--- src/rtl/ddr2_port_arbiter.sv ---
// rtl/ddr2_port_arbiter.sv - two-port round-robin arbiter in front of a DDR2 controller
module ddr2_port_arbiter #(
    parameter int ADDR_W  = 26,
    parameter int DATA_W  = 64,
    parameter int TIMEOUT = 1023
) (
    input  logic              clk,
    input  logic              rst_n,
    input  logic              p0_req,
    input  logic              p0_we,
    input  logic [ADDR_W-1:0] p0_addr,
    input  logic [DATA_W-1:0] p0_wdata,
    output logic              p0_ack,
    output logic              p0_err,
    output logic [DATA_W-1:0] p0_rdata,
    input  logic              p1_req,
    input  logic              p1_we,
    input  logic [ADDR_W-1:0] p1_addr,
    input  logic [DATA_W-1:0] p1_wdata,
    output logic              p1_ack,
    output logic              p1_err,
    output logic [DATA_W-1:0] p1_rdata,
    output logic [ADDR_W-1:0] m_addr,
    output logic [DATA_W-1:0] m_data_in,
    input  logic [DATA_W-1:0] m_data_out,
    output logic              m_rd_req,
    output logic              m_wr_req,
    input  logic              m_rdy
);

    localparam logic [1:0] S_IDLE  = 2'd0;
    localparam logic [1:0] S_ISSUE = 2'd1;
    localparam logic [1:0] S_WAIT  = 2'd2;
    localparam logic [1:0] S_DONE  = 2'd3;

    // The counter holds the number of WAIT cycles already spent, so the
    // abort fires on the cycle where the TIMEOUT-th WAIT cycle is sampled.
    localparam int              CNT_W    = $clog2(TIMEOUT + 1);
    localparam logic [CNT_W-1:0] CNT_LAST = CNT_W'(TIMEOUT - 1);

    logic [1:0]        state;
    logic              grant;
    logic              last_served;
    logic              we_r;
    logic [CNT_W-1:0]  wait_cnt;

    logic              pick;
    logic              sel_we;
    logic [ADDR_W-1:0] sel_addr;
    logic [DATA_W-1:0] sel_wdata;

    // Round-robin choice: a lone requester wins, a tie goes to the port not served last
    always_comb begin
        if (p0_req && p1_req) begin
            pick = ~last_served;
        end else begin
            pick = p1_req;
        end
        sel_we    = pick ? p1_we    : p0_we;
        sel_addr  = pick ? p1_addr  : p0_addr;
        sel_wdata = pick ? p1_wdata : p0_wdata;
    end

    // Transaction sequencing: grant, command pulse, completion wait and response pulse
    always_ff @(posedge clk or negedge rst_n) begin
        if (!rst_n) begin
            state       <= S_IDLE;
            grant       <= 1'b0;
            last_served <= 1'b1;
            we_r        <= 1'b0;
            wait_cnt    <= '0;
            m_rd_req    <= 1'b0;
            m_wr_req    <= 1'b0;
            m_addr      <= '0;
            m_data_in   <= '0;
            p0_ack      <= 1'b0;
            p1_ack      <= 1'b0;
            p0_err      <= 1'b0;
            p1_err      <= 1'b0;
        end else begin
            m_rd_req <= 1'b0;
            m_wr_req <= 1'b0;
            p0_ack   <= 1'b0;
            p1_ack   <= 1'b0;
            p0_err   <= 1'b0;
            p1_err   <= 1'b0;
            case (state)
                S_IDLE: begin
                    if (p0_req || p1_req) begin
                        grant     <= pick;
                        we_r      <= sel_we;
                        m_addr    <= sel_addr;
                        m_data_in <= sel_wdata;
                        m_rd_req  <= ~sel_we;
                        m_wr_req  <= sel_we;
                        state     <= S_ISSUE;
                    end
                end
                S_ISSUE: begin
                    wait_cnt <= '0;
                    state    <= S_WAIT;
                end
                S_WAIT: begin
                    // m_rdy is checked first so it wins over a simultaneous timeout
                    if (m_rdy) begin
                        p0_ack      <= ~grant;
                        p1_ack      <= grant;
                        last_served <= grant;
                        state       <= S_DONE;
                    end else if (wait_cnt == CNT_LAST) begin
                        p0_err      <= ~grant;
                        p1_err      <= grant;
                        last_served <= grant;
                        state       <= S_DONE;
                    end else begin
                        wait_cnt <= wait_cnt + 1'b1;
                    end
                end
                S_DONE: begin
                    // One dead cycle so a req still held during its ack is not re-granted
                    state <= S_IDLE;
                end
                default: begin
                    state <= S_IDLE;
                end
            endcase
        end
    end

    // Read-data capture for the granted port; writes and aborts leave rdata untouched
    always_ff @(posedge clk or negedge rst_n) begin
        if (!rst_n) begin
            p0_rdata <= '0;
            p1_rdata <= '0;
        end else if (state == S_WAIT && m_rdy && !we_r) begin
            if (grant) begin
                p1_rdata <= m_data_out;
            end else begin
                p0_rdata <= m_data_out;
            end
        end
    end

endmodule

--- config.mk ---
export PLATFORM = sky130hd
export DESIGN_NAME = ddr2_port_arbiter
export DESIGN_NICKNAME = d
export VERILOG_FILES = /design/src/rtl/ddr2_port_arbiter.sv
export SDC_FILE = /design/constraint.sdc
export NUM_CORES = 1
export LEC_CHECK = 0
export ABC_AREA = 1
export CELL_PAD_IN_SITES_DETAIL_PLACEMENT = 2
export CELL_PAD_IN_SITES_GLOBAL_PLACEMENT = 2
export CORE_UTILIZATION = 25
export DETAILED_ROUTE_END_ITERATION = 10
export DONT_BUFFER_PORTS = 1
export PLACE_DENSITY = 0.62
export RECOVER_POWER = 100
export SYNTH_ARGS = -nofsm -noshare
export SYNTH_HDL_FRONTEND = slang
export SYNTH_SLANG_ARGS = --single-unit
export TNS_END_PERCENT = 5
--- constraint.sdc ---
create_clock -name clk -period 2 [get_ports clk]
set_input_delay 0.4 -clock clk [delete_from_list [all_inputs] [get_ports clk]]
set_output_delay 0.4 -clock clk [all_outputs]
set_load 0.02 [all_outputs]
==> impl_metrics.yaml <==
run_status:
  status: "finished, violations left"
  violations: "negative hold slack"
worst_setup_path:
  r2r-start: "state[0]$_DFFE_PN0P_"
  regToRegSetupSlack_ns: 0.22
  critPathLaunchType: "flop"
  reg2regPathDepth: 7
  arrival_ns: 2.23
  cp_num_buf_inv: 3
  r2r-end: "m_data_in[42]$_DFFE_PN0P_"
  path_cells: "inv_1 > ha_1 > inv_1 > nor2_4 > buf_12 > o21ai_0 > o21ai_0"
  cpPeakStageDelay_ns: 0.40
  crit_type: "flop to flop"
  slowest_stage: "dfrtp_1"
  end_kind: "flop"
  worstPathRequired_ns: 2.45
  path_delay_family: "buffers and inverters"
  cp_max_fo: 93
power:
  ir_drop_mv: 0.560
  p_per_area_nw_per_um2: 1750
  leakage_nw: 5.57
  p_total_mw: 21.0
synth:
  synth_area_um2: 10400
  synth.net_count: 1367
  synth_ff_type: "dfrtp_1"
  async_flop_share: 1.00
  synth_edf_count: 0
  yosysMostFrequentCell: "nand2_1"
  synth_seq_area_share: 0.575
  ys_types: 28
  synth_top_area_frac: 0.573
  yosys-top-cells-area: "dfrtp_1 (57%), nand2_1 (9.3%), o21ai_2 (8.1%), o21ai_0 (5.3%), o21ai_1 (5.3%)"
  ys_top_cells_by_count: "nand2_1 (257), dfrtp_1 (238), o21ai_0 (111), o21ai_1 (111), nor2_1 (108)"
  ys_seq_elements: 239
  synthCells: 1110
  yosys_warnings: 0
  synth.largest_area_cell: "dfrtp_1"
  avgSynthCellArea_um2: 9.36
timing:
  hold_slack_ns: -0.465
  min_period_ns: 1.78
  maxSlewViolCount: 0
  grt_setup_unrepaired: "false"
  hold_viol: 239
  fmax_ghz: 0.562
  finalSetupTns_ns: 0
  setup-violations-final: 0
  tightestPinTransition_ns: 0.588
  maxSlewHeadroom: 0.608
  clock_skew_ns: 0.0134
  fin_crit_sh: 0.890
floorplanning:
  die_y_um: 206
  start_util: 0.254
  core.rowCount: 74
  die_area_um2: 42400
  dieWidth_um: 206
  ioPinCount: 475
  coreArea_um2: 40900
route:
  drc: 0
  first_iter_violations: 282
  drt-total-wl_mm: 36.5
  wire_per_inst_um: 21.5
  ant_nets: 0
  viasPerCell: 4.72
  route.vias.total: 8014
  dr.pass1.iters: 4
global_route:
  grt.overflow.total: 0
  grt_max_degree: 240
  antenna_found_initial: 2
  grt_pass1_wl_mm: 53.6
  grt_pass1_vias: 8915
  track_usage: 0.164
clocking:
  clk_pin_slew_worst_paths_ns: 0.06
  htreeDepth: 1
  cts_inserted_buffers: 28
  post_cts_buffers: 0
  cts_resized: 0
  worstSkewPairLatency_ns: 0.55
  clock_sink_count: 239
  cts_root_buf: "clkbuf_16"
  cts_tree: "yes"
  cts_buffer_depth: 3
  holdBufCountCts: 54
place:
  place_congestion: 0.779
  io_buffers: 0
  hpwl_mm: 26.0
cells_and_area:
  syn_to_final_growth_pct: 15.9
  drive_above_1_share: 0.0883
  final_util: 0.294
  layout.nets: 1404
hold_path:
  min_path_type: "input port to async pin"
job:
  max_cap_viol_count: 0
==> report_power, final <==
part | total [mW] | switching [mW] | internal [mW]
clock | 5.35 | 2.07 | 3.28
sequential | 11.6 | 4.67 | 6.98
combinational | 4.02 | 2.52 | 1.50
==> worst max-delay path by stage <==
stage                    startpoint                         to  slack (ns)  cells past startpoint
5_1_grt        state[0]$_DFFE_PN0P_  m_data_in[46]$_DFFE_PN0P_        0.01                      7
3_3_place_gp   state[0]$_DFFE_PN0P_    p0_rdata[8]$_DFFE_PN0P_        0.26                      8
4_1_cts        state[0]$_DFFE_PN0P_  m_data_in[35]$_DFFE_PN0P_        0.16                      7
6_report       state[0]$_DFFE_PN0P_  m_data_in[42]$_DFFE_PN0P_        0.22                      7
3_5_place_dp   state[0]$_DFFE_PN0P_    p0_rdata[9]$_DFFE_PN0P_        0.19                      8
2_1_floorplan  state[0]$_DFFE_PN0P_   p0_rdata[47]$_DFFE_PN0P_        0.52                      9
==> flip-flops by register name (all words and copies together) (netlist names), 2 cells and up <==
signal and count:
state 2, m_data_in 64, p1_rdata 64, wait_cnt 10
m_addr 26, p0_rdata 64
==> layout make-up <==
type / count / area [µm²]
Clock buffer: 43 / 888
Tap cell: 532 / 666
Sequential cell: 239 / 5980
Inverter: 79 / 297
Fill cell: 4654 / 28900
Clock inverter: 6 / 85.1
Timing Repair Buffer: 75 / 751
Antenna cell: 1 / 2.50
Multi-Input combinational cell: 724 / 3370
==> per-stage QoR <==
stage	setup slack, ns	std cells	instance area, µm²
2_1_floorplan	0.524	1110	10400
3_3_place_gp	0.261	1595	10900
3_5_place_dp	0.188	1595	10900
4_1_cts	0.157	1698	12400
5_1_grt	0.0110	1698	12000
6_report	0.220	1699	12000
==> per-layer routing <==
metal  vias up  track usage  wire [µm]
met5         -            0         17
met4         2       0.0541       1030
met3        60       0.0658       3940
met2       329        0.281      17700
met1      3980        0.184      13800
li1       3643            -          -
==> cell usage in the layout (no fill, tap or decap), types with 6 or more instances in the layout <==
| cell | synthesis | layout |
|---|---|---|
| dlygate4sd3_1 | 0 | 54 |
| o21ai_1 | 111 | 18 |
| clkbuf_16 | 0 | 29 |
| nand3_1 | 15 | 15 |
| clkbuf_8 | 0 | 11 |
| o21ai_2 | 96 | 23 |
| ha_1 | 6 | 6 |
| nor2_1 | 108 | 108 |
| nand2_1 | 257 | 256 |
| o21ai_0 | 111 | 277 |
| dfrtp_1 | 238 | 238 |
| inv_1 | 78 | 77 |
==> cell families after synthesis <==
logic type                 count (synthesis)  synth area share
buffers and inverters                    147            0.0758
DFF                                      239             0.575
xor gates and xnor gates                   3           0.00253
and+or+nand+nor                          397             0.151
AOI/OAI and AO/OA                        318             0.188
adders and majority gates                  6           0.00722
(Power assumes the default switching activity.)
